`config.mk`:
```
export PLATFORM = sky130hd
export DESIGN_NAME = snake_dmem_scanner_flat
export DESIGN_NICKNAME = d
export VERILOG_FILES = /design/src/rtl/snake_dmem_scanner_pkg.sv /design/src/rtl/snake_dmem_scanner_if.sv /design/src/rtl/snake_frame_buffer.sv /design/src/rtl/snake_dmem_scanner.sv /design/src/flat_wrapper.sv
export SDC_FILE = /design/constraint.sdc
export NUM_CORES = 1
export LEC_CHECK = 0
export CAP_MARGIN = 25
export CELL_PAD_IN_SITES_DETAIL_PLACEMENT = 1
export CELL_PAD_IN_SITES_GLOBAL_PLACEMENT = 1
export CORE_MARGIN = 4
export CORE_UTILIZATION = 30
export DETAILED_ROUTE_END_ITERATION = 8
export DONT_BUFFER_PORTS = 1
export GPL_TIMING_DRIVEN = 0
export HOLD_SLACK_MARGIN = 0.08
export PLACE_DENSITY_LB_ADDON = 0.1
export SLEW_MARGIN = 30
export SYNTH_ARGS = -nofsm -noshare
export SYNTH_HDL_FRONTEND = slang
export SYNTH_SLANG_ARGS = --single-unit
```
`constraint.sdc`:
```
create_clock -name clock -period 2.7 [get_ports clock]
set_clock_uncertainty 0.15 [all_clocks]
set_input_delay 0.405 -clock clock [delete_from_list [all_inputs] [get_ports clock]]
set_output_delay 0.405 -clock clock [all_outputs]
set_load 0.05 [all_outputs]
```
`src/rtl/snake_dmem_scanner_pkg.sv`:
```
// Shared definitions for the snake dmem scanner: FSM encoding, defaults, widths.
package snake_dmem_scanner_pkg;

   localparam int ADDR_W = 12;
   localparam int WORD_W = 32;

   localparam logic [ADDR_W-1:0] DEFAULT_BASE_ADDR = 12'd100;
   localparam int DEFAULT_NUM_WORDS = 10;

   typedef enum logic [1:0] {
      ST_IDLE   = 2'd0,
      ST_READ   = 2'd1,
      ST_DRAIN  = 2'd2,
      ST_COMMIT = 2'd3
   } scan_state_t;

   // Width of a word-slot index; at least one bit even for a single-word frame.
   function automatic int slot_width(input int n);
      return (n > 1) ? $clog2(n) : 1;
   endfunction

endpackage

```
`src/rtl/snake_dmem_scanner_if.sv`:
```
// Second read port of dmem as seen by the VGA-side scanner.
interface snake_dmem_scanner_if;

   logic [snake_dmem_scanner_pkg::ADDR_W-1:0] address_dmem_fromVGA;
   logic [snake_dmem_scanner_pkg::WORD_W-1:0] data_fromVGA;
   logic                                      wren_fromVGA;
   logic [snake_dmem_scanner_pkg::WORD_W-1:0] q_dmem_toVGA;

   // The scanner issues addresses and receives read data.
   modport master (
      output address_dmem_fromVGA,
      output data_fromVGA,
      output wren_fromVGA,
      input  q_dmem_toVGA
   );

   // The memory side answers with read data one cycle after the address.
   modport slave (
      input  address_dmem_fromVGA,
      input  data_fromVGA,
      input  wren_fromVGA,
      output q_dmem_toVGA
   );

endinterface

```
`src/rtl/snake_frame_buffer.sv`:
```
// Shadow word bank filled slot by slot, copied to the visible snapshot in one edge.
module snake_frame_buffer
   import snake_dmem_scanner_pkg::*;
#(
   parameter int NUM_WORDS = DEFAULT_NUM_WORDS,
   parameter int IDX_W     = slot_width(DEFAULT_NUM_WORDS)
) (
   input  logic                          clock,
   input  logic                          reset,
   input  logic                          wr_en_i,
   input  logic [IDX_W-1:0]              wr_slot_i,
   input  logic [WORD_W-1:0]             wr_data_i,
   input  logic                          commit_i,
   output logic [NUM_WORDS*WORD_W-1:0]   snapshot_o
);

   logic [WORD_W-1:0]           shadow_q [NUM_WORDS];
   logic [NUM_WORDS*WORD_W-1:0] snap_q;

   // Shadow slots collect words as they return from dmem during a scan.
   always_ff @(posedge clock or negedge reset) begin
      if (!reset) begin
         for (int i = 0; i < NUM_WORDS; i++) begin
            shadow_q[i] <= '0;
         end
      end else if (wr_en_i && (int'(wr_slot_i) < NUM_WORDS)) begin
         shadow_q[wr_slot_i] <= wr_data_i;
      end
   end

   // The snapshot only moves on commit so the display never sees a half-updated frame.
   always_ff @(posedge clock or negedge reset) begin
      if (!reset) begin
         snap_q <= '0;
      end else if (commit_i) begin
         for (int i = 0; i < NUM_WORDS; i++) begin
            snap_q[WORD_W*i +: WORD_W] <= shadow_q[i];
         end
      end
   end

   assign snapshot_o = snap_q;

endmodule

```
`src/rtl/snake_dmem_scanner.sv`:
```
// Reads a block of dmem words once per VGA frame and publishes them as one atomic snapshot.
module snake_dmem_scanner
   import snake_dmem_scanner_pkg::*;
#(
   parameter logic [ADDR_W-1:0] BASE_ADDR = DEFAULT_BASE_ADDR,
   parameter int                NUM_WORDS = DEFAULT_NUM_WORDS
) (
   input  logic                         clock,
   input  logic                         reset,
   input  logic                         scan_enable,
   input  logic                         frame_start,
   snake_dmem_scanner_if.master         dmem,
   output logic [NUM_WORDS*WORD_W-1:0]  snake_data,
   output logic                         snake_valid,
   output logic                         busy,
   output logic                         frame_overrun
);

   localparam int IDX_W = slot_width(NUM_WORDS);
   localparam logic [IDX_W-1:0] LAST_IDX = IDX_W'(NUM_WORDS - 1);
   localparam logic [IDX_W-1:0] IDX_ONE  = IDX_W'(1);

   scan_state_t       state_q;
   logic [IDX_W-1:0]  idx_q;
   logic [ADDR_W-1:0] addr_q;
   logic              valid_q;
   logic              busy_q;
   logic              overrun_q;
   logic              cap_valid_q;
   logic [IDX_W-1:0]  cap_slot_q;
   logic [IDX_W-1:0]  idx_d;

   assign idx_d = idx_q + IDX_ONE;

   // Scan sequencer: walks the word addresses, waits for the last read, then commits.
   always_ff @(posedge clock or negedge reset) begin
      if (!reset) begin
         state_q <= ST_IDLE;
         idx_q   <= '0;
         addr_q  <= BASE_ADDR;
         valid_q <= 1'b0;
         busy_q  <= 1'b0;
      end else begin
         valid_q <= 1'b0;
         case (state_q)
            ST_IDLE: begin
               if (frame_start && scan_enable) begin
                  state_q <= ST_READ;
                  idx_q   <= '0;
                  addr_q  <= BASE_ADDR;
                  busy_q  <= 1'b1;
               end
            end
            ST_READ: begin
               if (idx_q == LAST_IDX) begin
                  state_q <= ST_DRAIN;
                  idx_q   <= '0;
                  addr_q  <= BASE_ADDR;
               end else begin
                  idx_q  <= idx_d;
                  addr_q <= BASE_ADDR + ADDR_W'(idx_d);
               end
            end
            ST_DRAIN: begin
               state_q <= ST_COMMIT;
            end
            ST_COMMIT: begin
               state_q <= ST_IDLE;
               busy_q  <= 1'b0;
               valid_q <= 1'b1;
            end
            default: begin
               state_q <= ST_IDLE;
               idx_q   <= '0;
               addr_q  <= BASE_ADDR;
               busy_q  <= 1'b0;
            end
         endcase
      end
   end

   // Remember which slot the in-flight read belongs to, since dmem answers a cycle later.
   always_ff @(posedge clock or negedge reset) begin
      if (!reset) begin
         cap_valid_q <= 1'b0;
         cap_slot_q  <= '0;
      end else begin
         cap_valid_q <= (state_q == ST_READ);
         cap_slot_q  <= idx_q;
      end
   end

   // A vsync arriving mid-scan is dropped but latched so software can see frames were missed.
   always_ff @(posedge clock or negedge reset) begin
      if (!reset) begin
         overrun_q <= 1'b0;
      end else if (frame_start && (state_q != ST_IDLE)) begin
         overrun_q <= 1'b1;
      end
   end

   snake_frame_buffer #(
      .NUM_WORDS (NUM_WORDS),
      .IDX_W     (IDX_W)
   ) u_frame_buffer (
      .clock      (clock),
      .reset      (reset),
      .wr_en_i    (cap_valid_q),
      .wr_slot_i  (cap_slot_q),
      .wr_data_i  (dmem.q_dmem_toVGA),
      .commit_i   (state_q == ST_COMMIT),
      .snapshot_o (snake_data)
   );

   assign dmem.address_dmem_fromVGA = addr_q;
   assign dmem.data_fromVGA         = '0;
   assign dmem.wren_fromVGA         = 1'b0;

   assign snake_valid   = valid_q;
   assign busy          = busy_q;
   assign frame_overrun = overrun_q;

endmodule
```
`src/flat_wrapper.sv`:
```
// flat-port wrapper written by rule: the top's interface ports become plain ports
module snake_dmem_scanner_flat import snake_dmem_scanner_pkg::*;
#(
   parameter logic [ADDR_W-1:0] BASE_ADDR = DEFAULT_BASE_ADDR,
   parameter int                NUM_WORDS = DEFAULT_NUM_WORDS
)
  (clock, reset, scan_enable, frame_start, snake_data, snake_valid, busy, frame_overrun, dmem_address_dmem_fromVGA, dmem_data_fromVGA, dmem_wren_fromVGA, dmem_q_dmem_toVGA);
  snake_dmem_scanner_if dmem_i ();
  input  logic clock;
  input  logic reset;
  input  logic scan_enable;
  input  logic frame_start;
  output logic [NUM_WORDS*WORD_W-1:0] snake_data;
  output logic snake_valid;
  output logic busy;
  output logic frame_overrun;
  output wire logic [$bits(dmem_i.address_dmem_fromVGA)-1:0] dmem_address_dmem_fromVGA;
  output wire logic [$bits(dmem_i.data_fromVGA)-1:0] dmem_data_fromVGA;
  output wire logic [$bits(dmem_i.wren_fromVGA)-1:0] dmem_wren_fromVGA;
  input wire logic [$bits(dmem_i.q_dmem_toVGA)-1:0] dmem_q_dmem_toVGA;
  assign dmem_address_dmem_fromVGA = dmem_i.address_dmem_fromVGA;
  assign dmem_data_fromVGA = dmem_i.data_fromVGA;
  assign dmem_wren_fromVGA = dmem_i.wren_fromVGA;
  assign dmem_i.q_dmem_toVGA = dmem_q_dmem_toVGA;
  snake_dmem_scanner #(.BASE_ADDR(BASE_ADDR), .NUM_WORDS(NUM_WORDS)) u_core (.clock(clock), .reset(reset), .scan_enable(scan_enable), .frame_start(frame_start), .dmem(dmem_i), .snake_data(snake_data), .snake_valid(snake_valid), .busy(busy), .frame_overrun(frame_overrun));
endmodule
```
==> impl_metrics.csv, run 1 <==
group,metric,value,unit
run_status,run_status,"complete, but fails checks",
run_status,violations,"hold timing, slew limit",
critical_path,end_kind,"async pin",
global_routing,grt_first_pass_wirelength,102.9,mm
routing,postRouteAntennaNets,0,
logic_synthesis,ys_seq_area_share,66.19,%
placement,post-dp-hpwl,47.38,mm
logic_synthesis,synthArstFlopShare,100.0,%
clocking,post_cts_buffers,0,
logic_synthesis,yosysWarnings,0,
routing,vias,12794,
floorplanning,ios,404,
hold_path,hold_path_class,"input port to async pin",
floorplanning,coreArea,82110,um2
critical_path,cp.required,2400,ps
final_layout,final_layout_size_suffix_gt1_share,47.01,%
global_routing,track_usage,16.19,%
clocking,htree_levels,3,
critical_path,critPathKind,"input port to async pin",
placement,place.gp.congestion,0.7203,
global_routing,grt_max_degree,658,
routing,firstDrtPassIters,6,
final_layout,fin_nets,1669,
logic_synthesis,avgSynthCellArea,16.49,um2
final_layout,final_util,35.34,%
floorplanning,dieArea,87470,um2
timing,rsz0062_at_grt,"no",
timing,slew_viol_final,501,
routing,finalWirelength,71.45,mm
clocking,cts_hold_buf,2,
global_routing,grt_pass1_vias,14115,
timing,period_share,95.69,%
logic_synthesis,syn-instance-count,1506,
clocking,clock_path_buffers,3,
timing,fmax,387.1,MHz
global_routing,gr-total-overflow,0,
clocking,cts.sinks,657,
logic_synthesis,synth_largest_area_cell,"dfrtp_1",
logic_synthesis,ys_top_cells_by_area,"dfrtp_1, mux2_2, mux2_1",
critical_path,arrival,2280,ps
final_layout,final_common_cell,"dfrtp_1",
timing,finalCriticalPeriod,2584,ps
logic_synthesis,synth_cell_types,33,
final_layout,nFillCells,8294,
critical_path,start_kind,"input port",
critical_path,path_max_fanout,657,
global_routing,antenna_found_initial,3,
floorplanning,initial_core_util,30.25,%
routing,drt_iter0_markers,479,
placement,portBuffers,0,
routing,routedWlPerCell,25.88,um
timing,tightest_slew,3749,ps
timing,finalSetupViolations,0,
clocking,cts_tree,"built",
clocking,worstSkewPairLatency,610,ps
logic_synthesis,synth_flop_cell,"dfrtp_1",
final_layout,area_growth,16.80,%
floorplanning,num_rows,105,
timing,relSlewSlack,-150.0,%
clocking,clkTransAtPathRegs,50,ps
logic_synthesis,synth_top_area_share,66.08,%
routing,vias_per_cell,4.634,
logic_synthesis,syn_area,24840,um2
clocking,cts-root-buf,"clkbuf_16",
timing,fin_hold_ws,-601.2,ps
logic_synthesis,ys_ff_latch,657,
final_layout,final_cell_mix,"dfrtp_1, mux2_2, clkbuf_16, mux2_1, buf_4",
clocking,numCtsBuffers,78,
timing,hold_violations,329,
flow_run,drv_cap,0,
floorplanning,die_w,295.8,um
logic_synthesis,synth_edf_count,0,
routing,drc,0,
floorplanning,dieHeight,295.8,um
-- cell type report --
| class | instances | area, um2 | share of cell area (%) |
|---|---|---|---|
| Timing Repair Buffer | 2 | 20.02 | 0.06900 |
| Multi-Input combinational cell | 734 | 7772 | 26.79 |
| Sequential cell | 657 | 16440 | 56.67 |
| Clock inverter | 22 | 309.0 | 1.065 |
| Inverter | 9 | 33.78 | 0.1164 |
| Buffer | 143 | 767.0 | 2.643 |
| Clock buffer | 120 | 2321 | 7.999 |
| Tap cell | 1070 | 1339 | 4.614 |
| Antenna cell | 4 | 10.01 | 0.03450 |
-- sequential cells by signal, indices dropped and copies added, names as in the netlist --
register,cells
u_core.busy,1
u_core.cap_slot_q,4
u_core.cap_valid_q,1
u_core.dmem.address_dmem_fromVGA,3
u_core.frame_overrun,1
u_core.idx_q,4
u_core.snake_valid,1
u_core.state_q,2
u_core.u_frame_buffer.shadow_q,320
u_core.u_frame_buffer.snapshot_o,320
-- cell families after synthesis --
group | synth area share (%)
flops | 66.19
mux | 29.18
buf+inv | 3.108
simple gates | 0.6951
compound gates | 0.3223
fa+ha+maj | 0.4030
other cells | 0.03023
xor+xnor | 0.07053
-- cells in the mapped netlist, drive strengths merged (2+ instances only) --
| cell type | instances |
|---|---|
| dfrtp | 656 |
| mux2 | 642 |
| or3 | 2 |
| nor2 | 4 |
| nand3 | 6 |
| inv | 9 |
| and2 | 2 |
| nand2 | 5 |
| ha | 8 |
| conb | 2 |
| nand2b | 3 |
| o2bb2ai | 4 |
| o22ai | 2 |
| xor2 | 2 |
| nand3b | 2 |
| mux2i | 2 |
| clkbuf | 33 |
| buf | 111 |
-- layer usage --
metal  vias to the layer above  GRT usage [%]  share of wire [%]
li1                       5436              -                  -
met1                      6969          19.76                 40
met2                       295          27.22                 49
met3                        94          5.931                8.4
met4                         0          4.208                2.3
met5                         -              0                  0
-- final timing paths --
| check | end | cells past startpoint | slack, ps | startpoint |
|---|---|---|---|---|
| min in group clock | u_core.dmem.address_dmem_fromVGA[4] | 3 | 230 | scan_enable |
| max | u_core.u_frame_buffer.snapshot_o[179] | 0 | 120 | reset |
| min reg2reg | u_core.u_frame_buffer.shadow_q[236] | 1 | 330 | u_core.u_frame_buffer.shadow_q[236] |
| max reg2reg | u_core.u_frame_buffer.snapshot_o[295] | 4 | 150 | u_core.state_q[1] |
| min | u_core.snake_valid | 0 | -600 | reset |
| max in group clock | u_core.u_frame_buffer.snapshot_o[295] | 4 | 150 | u_core.state_q[1] |
-- metrics by stage --
step / hold WS, ps / std cells / TNS, ps / instance area, um2 / setup WS [ps]
6_report: -601.2 / 2761 / 0 / 29010 / 116.4
5_1_grt: -642.7 / 2757 / 0 / 29000 / 30.61
4_1_cts: -670.9 / 2757 / 0 / 29000 / 14.16
3_5_place_dp: -4.483 / 2614 / -175170 / 26330 / -894.6
3_3_place_gp: 2.722 / 2614 / -205760 / 26320 / -972.2
2_1_floorplan: -40.59 / 1544 / 0 / 24980 / 745.6
-- repair_timing --
| action | in CTS | in global routing |
|---|---|---|
| endpoints found under the setup margin | 299 | 42 |
| hold endpoints to repair | 664 | 657 |
| resized for setup | 17 | 10 |
| gates cloned | 0 | 0 |
Power of run 1 is left out: the tool's default activity adds up to more than one toggle a clock period on the data nets, which glitch-free logic cannot reach.
==> run 2, diff against run 1 <==
--- a/config.mk
+++ b/config.mk
@@ -14,7 +14,7 @@
 export DONT_BUFFER_PORTS = 1
 export GPL_TIMING_DRIVEN = 0
 export HOLD_SLACK_MARGIN = 0.08
-export PLACE_DENSITY_LB_ADDON = 0.1
+export PLACE_DENSITY_LB_ADDON = 0.12
 export SLEW_MARGIN = 30
 export SYNTH_ARGS = -nofsm -noshare
 export SYNTH_HDL_FRONTEND = slang
==> impl_metrics.csv, run 2 (same netlist as run 1, synthesis figures left out) <==
group,metric,value,unit
clocking,htree_levels,3,
floorplanning,die_w,295.8,um
placement,post-dp-hpwl,47.24,mm
run_status,run_status,"complete, but fails checks",
clocking,clkTransAtPathRegs,60,ps
timing,finalCriticalPeriod,2523,ps
routing,drt_iter0_markers,402,
clocking,clock_path_buffers,3,
final_layout,layout.cells.non_filler,2767,
placement,place.gp.congestion,0.7233,
global_routing,antenna_found_initial,2,
final_layout,final_cell_mix,"dfrtp_1, mux2_2, clkbuf_16, mux2_1, buf_4",
clocking,cts_tree,"built",
placement,portBuffers,0,
critical_path,end_kind,"flop",
flow_run,drv_cap,0,
routing,postRouteAntennaNets,0,
final_layout,final_common_cell,"dfrtp_1",
critical_path,r2r_cells,4,
global_routing,gr-total-overflow,0,
timing,fmax,396.4,MHz
global_routing,grt_pass1_vias,13908,
final_layout,area_growth,17.71,%
run_status,violations,"hold timing",
routing,vias_per_cell,4.571,
critical_path,critPathKind,"flop to flop",
global_routing,grt_max_degree,658,
floorplanning,coreArea,82110,um2
routing,routedWlPerCell,25.60,um
clocking,cts-root-buf,"clkbuf_16",
clocking,numCtsBuffers,79,
timing,period_share,93.44,%
routing,vias,12647,
timing,rsz0062_at_grt,"no",
floorplanning,dieHeight,295.8,um
clocking,cts.sinks,657,
final_layout,fin_area,29240,um2
timing,slew_viol_final,0,
routing,drc,0,
critical_path,path_max_fanout,10,
routing,finalWirelength,70.85,mm
floorplanning,initial_core_util,30.25,%
global_routing,track_usage,16.02,%
final_layout,fin_nets,1676,
critical_path,start_kind,"flop",
timing,hold_violations,93,
critical_path,cp.required,3030,ps
final_layout,final_layout_size_suffix_gt1_share,47.34,%
timing,tightest_slew,839.2,ps
global_routing,grt_first_pass_wirelength,101.7,mm
floorplanning,dieArea,87470,um2
floorplanning,ios,404,
placement,dp.cells,2615,
hold_path,hold_path_class,"input port to async pin",
floorplanning,num_rows,105,
clocking,worstSkewPairLatency,600,ps
timing,relSlewSlack,44.06,%
timing,finalSetupViolations,0,
routing,firstDrtPassIters,4,
placement,placed_cell_area,26340,um2
clocking,post_cts_buffers,0,
timing,fin_hold_ws,-436.8,ps
critical_path,arrival,2860,ps
timing,setup_tns,0,ps
## run 2: changes by cell type in the layout (fill, tap and decap cells not counted), moves of 2 or more
cell / previous run / this run
buf_16: 0 / 5
clkbuf_2: 25 / 21
bufinv_16: 5 / 8
clkinv_8: 4 / 1
clkbuf_1: 29 / 27
clkbuf_8: 19 / 21
clkinv_2: 8 / 10
clkinvlp_4: 1 / 3
inv_6: 1 / 3
## run 2: worst max-delay path, cell delays in order (launching register included)
cell and delay (ps):
dfrtp_1 390, ha_2 440, clkbuf_2 440, clkbuf_1 570, mux2_2 410
## run 2: per-layer routing
metal / GRT usage, % / up-vias / wire length, um
met5: 0 / - / 13
li1: - / 5445 / -
met1: 18.97 / 6821 / 28220
met3: 6.860 / 78 / 6783
met2: 27.11 / 301 / 34730
met4: 3.735 / 2 / 1099
## run 2: stage by stage
step                utilization, %  setup slack [ps]
detailed placement           32.08            -807.8
CTS                          35.43             18.97
global route                 35.60             7.087
floorplan                        -             745.6
global placement             32.06             -1066
finish                       35.61             177.1
## run 2: what timing repair did
| action | 4_1_cts | 5_1_grt |
|---|---|---|
| hold buffers | 2 | 1 |
| resized for setup | 14 | 8 |
| setup endpoints to repair | 298 | 30 |
| endpoints found under the hold margin | 664 | 381 |
## run 2: path summary, 6_finish.rpt
kind | slack, ps | end | startpoint
setup / recovery | 180 | u_core.u_frame_buffer.snapshot_o[135] | u_core.state_q[1]
hold / removal | -440 | u_core.snake_valid | reset
setup reg to reg | 180 | u_core.u_frame_buffer.snapshot_o[135] | u_core.state_q[1]
hold reg to reg | 310 | u_core.cap_slot_q[3] | u_core.idx_q[3]
max in group asynchronous | 940 | u_core.u_frame_buffer.snapshot_o[173] | reset
min in group clock | 200 | u_core.idx_q[2] | scan_enable
## run 2: layout make-up
type | count | area, um2
clock buffers | 117 | 2351
fillers | 8254 | 52870
multi-input cells | 734 | 7772
well taps | 1070 | 1339
inverters | 9 | 33.78
diodes | 3 | 7.507
repair buffers | 8 | 168.9
clock inverters | 26 | 364.1
plain buffers | 143 | 762.0
flip-flops and latches | 657 | 16440
Power of run 2 is left out for the same reason.
==> run 3, diff against run 2 <==
--- a/config.mk
+++ b/config.mk
@@ -8,7 +8,7 @@
 export CAP_MARGIN = 25
 export CELL_PAD_IN_SITES_DETAIL_PLACEMENT = 1
 export CELL_PAD_IN_SITES_GLOBAL_PLACEMENT = 1
-export CORE_MARGIN = 4
+export CORE_MARGIN = 5
 export CORE_UTILIZATION = 30
 export DETAILED_ROUTE_END_ITERATION = 8
 export DONT_BUFFER_PORTS = 1
==> constraint.sdc (replaced) <==
create_clock -name clock -period 2.8 [get_ports clock]
set_clock_uncertainty 0.15 [all_clocks]
set_input_delay 0.42 -clock clock [delete_from_list [all_inputs] [get_ports clock]]
set_output_delay 0.42 -clock clock [all_outputs]
set_load 0.05 [all_outputs]
==> impl_metrics.csv, run 3 (same netlist as run 1, synthesis figures left out) <==
group,metric,value,unit
placement,post-dp-hpwl,47.63,mm
final_layout,final_cell_mix,"dfrtp_1, mux2_2, clkbuf_16, mux2_1, buf_4",
final_layout,final_layout_size_suffix_gt1_share,46.50,%
global_routing,grt_first_pass_wirelength,104.7,mm
timing,rsz0062_at_grt,"no",
clocking,worstSkewPairLatency,600,ps
critical_path,critPathKind,"flop to flop",
timing,period_share,93.71,%
floorplanning,initial_core_util,30.25,%
final_layout,final_common_cell,"dfrtp_1",
routing,routedWlPerCell,25.77,um
floorplanning,dieArea,88660,um2
clocking,cts_tree,"built",
timing,relSlewSlack,33.64,%
critical_path,worstReg2RegStart,"u_core.state_q[1]",
timing,hold_violations,187,
critical_path,start_kind,"flop",
flow_run,drv_cap,0,
critical_path,critPathLaunch,"u_core.state_q[1]",
floorplanning,coreArea,82110,um2
critical_path,path_max_fanout,10,
routing,postRouteAntennaNets,0,
floorplanning,dieHeight,297.8,um
routing,finalWirelength,71.06,mm
routing,firstDrtPassIters,4,
timing,setup_tns,0,ps
timing,fmax,381.1,MHz
hold_path,hold_path_class,"input port to async pin",
critical_path,end_kind,"flop",
global_routing,gr-total-overflow,0,
routing,drc,0,
clocking,post_cts_buffers,0,
clocking,cts_hold_buf,2,
routing,vias,12674,
floorplanning,ios,404,
global_routing,grt_pass1_vias,14058,
routing,vias_per_cell,4.595,
placement,portBuffers,0,
global_routing,track_usage,15.92,%
final_layout,fin_nets,1672,
placement,place.gp.congestion,0.7269,
routing,drt_iter0_markers,423,
final_layout,area_growth,16.91,%
critical_path,cp.required,3120,ps
timing,finalSetupViolations,0,
global_routing,antenna_found_initial,4,
run_status,violations,"hold timing",
clocking,clock_path_buffers,3,
floorplanning,die_w,297.8,um
clocking,clkTransAtPathRegs,60,ps
floorplanning,num_rows,105,
global_routing,grt_max_degree,658,
clocking,cts-root-buf,"clkbuf_16",
clocking,htree_levels,3,
clocking,numCtsBuffers,77,
timing,slew_viol_final,0,
timing,finalCriticalPeriod,2624,ps
timing,fin_hold_ws,-633.4,ps
critical_path,arrival,2940,ps
timing,tightest_slew,995.5,ps
run_status,run_status,"complete, but fails checks",
clocking,cts.sinks,657,
[run 3: changes by cell type in the layout (fill, tap and decap cells not counted)]
cell / previous run / this run
buf_16: 5 / 4
buf_6: 1 / 0
bufinv_16: 8 / 6
clkbuf_1: 27 / 37
clkbuf_16: 80 / 78
clkbuf_2: 21 / 15
clkbuf_8: 21 / 18
clkinv_2: 10 / 7
clkinvlp_4: 3 / 2
diode_2: 3 / 2
inv_6: 3 / 4
[run 3: layout make-up]
| cell class | instances | area, um2 |
|---|---|---|
| clock inverters | 21 | 290.3 |
| inverters | 9 | 33.78 |
| diodes | 2 | 5.005 |
| flip-flops and latches | 657 | 16440 |
| clock buffers | 116 | 2275 |
| well taps | 1070 | 1339 |
| multi-input cells | 734 | 7772 |
| fillers | 8207 | 53070 |
| plain buffers | 143 | 754.5 |
| repair buffers | 6 | 130.1 |
[run 3: final timing paths]
path	end	slack, ps	cells past startpoint
worst max-delay path	u_core.u_frame_buffer.snapshot_o[254]	180	4
worst min-delay path	u_core.snake_valid	-630	0
worst max register to register	u_core.u_frame_buffer.snapshot_o[254]	180	4
worst min register to register	u_core.cap_slot_q[3]	310	0
max in group asynchronous	u_core.u_frame_buffer.snapshot_o[309]	760	3
min in group clock	u_core.idx_q[2]	220	3
[run 3: repair_timing]
| item | 4_1_cts | 5_1_grt |
|---|---|---|
| setup endpoints to repair | 290 | 0 |
| gates resized for setup | 13 | 0 |
| hold endpoints to repair | 664 | 187 |
[run 3: stage by stage]
step                utilization [%]  setup WS [ps]  std cells  hold slack (ps)  area [um2]
finish                        35.37          176.1       2758           -633.4       29040
global route                  35.36          24.98       2756           -678.6       29040
CTS                           35.23          15.74       2752           -631.2       28930
detailed placement            32.06         -708.3       2614            31.03       26330
global placement              32.06         -922.1       2614            25.97       26320
floorplan                         -          845.6       1544           -25.59       24980
[run 3: metal layers]
metal	wire length, um	GRT usage (%)	vias up
met5	0	0	-
met4	1647	4.061	0
met3	6139	6.335	98
met2	35040	26.74	305
met1	28230	19.20	6848
li1	-	-	5423
[run 3: critical path: stages, from the launching register on]
cell and delay (ps):
dfrtp_1 390, ha_2 410, clkbuf_2 510, clkbuf_1 610, mux2_2 410
Power of run 3 is left out for the same reason.
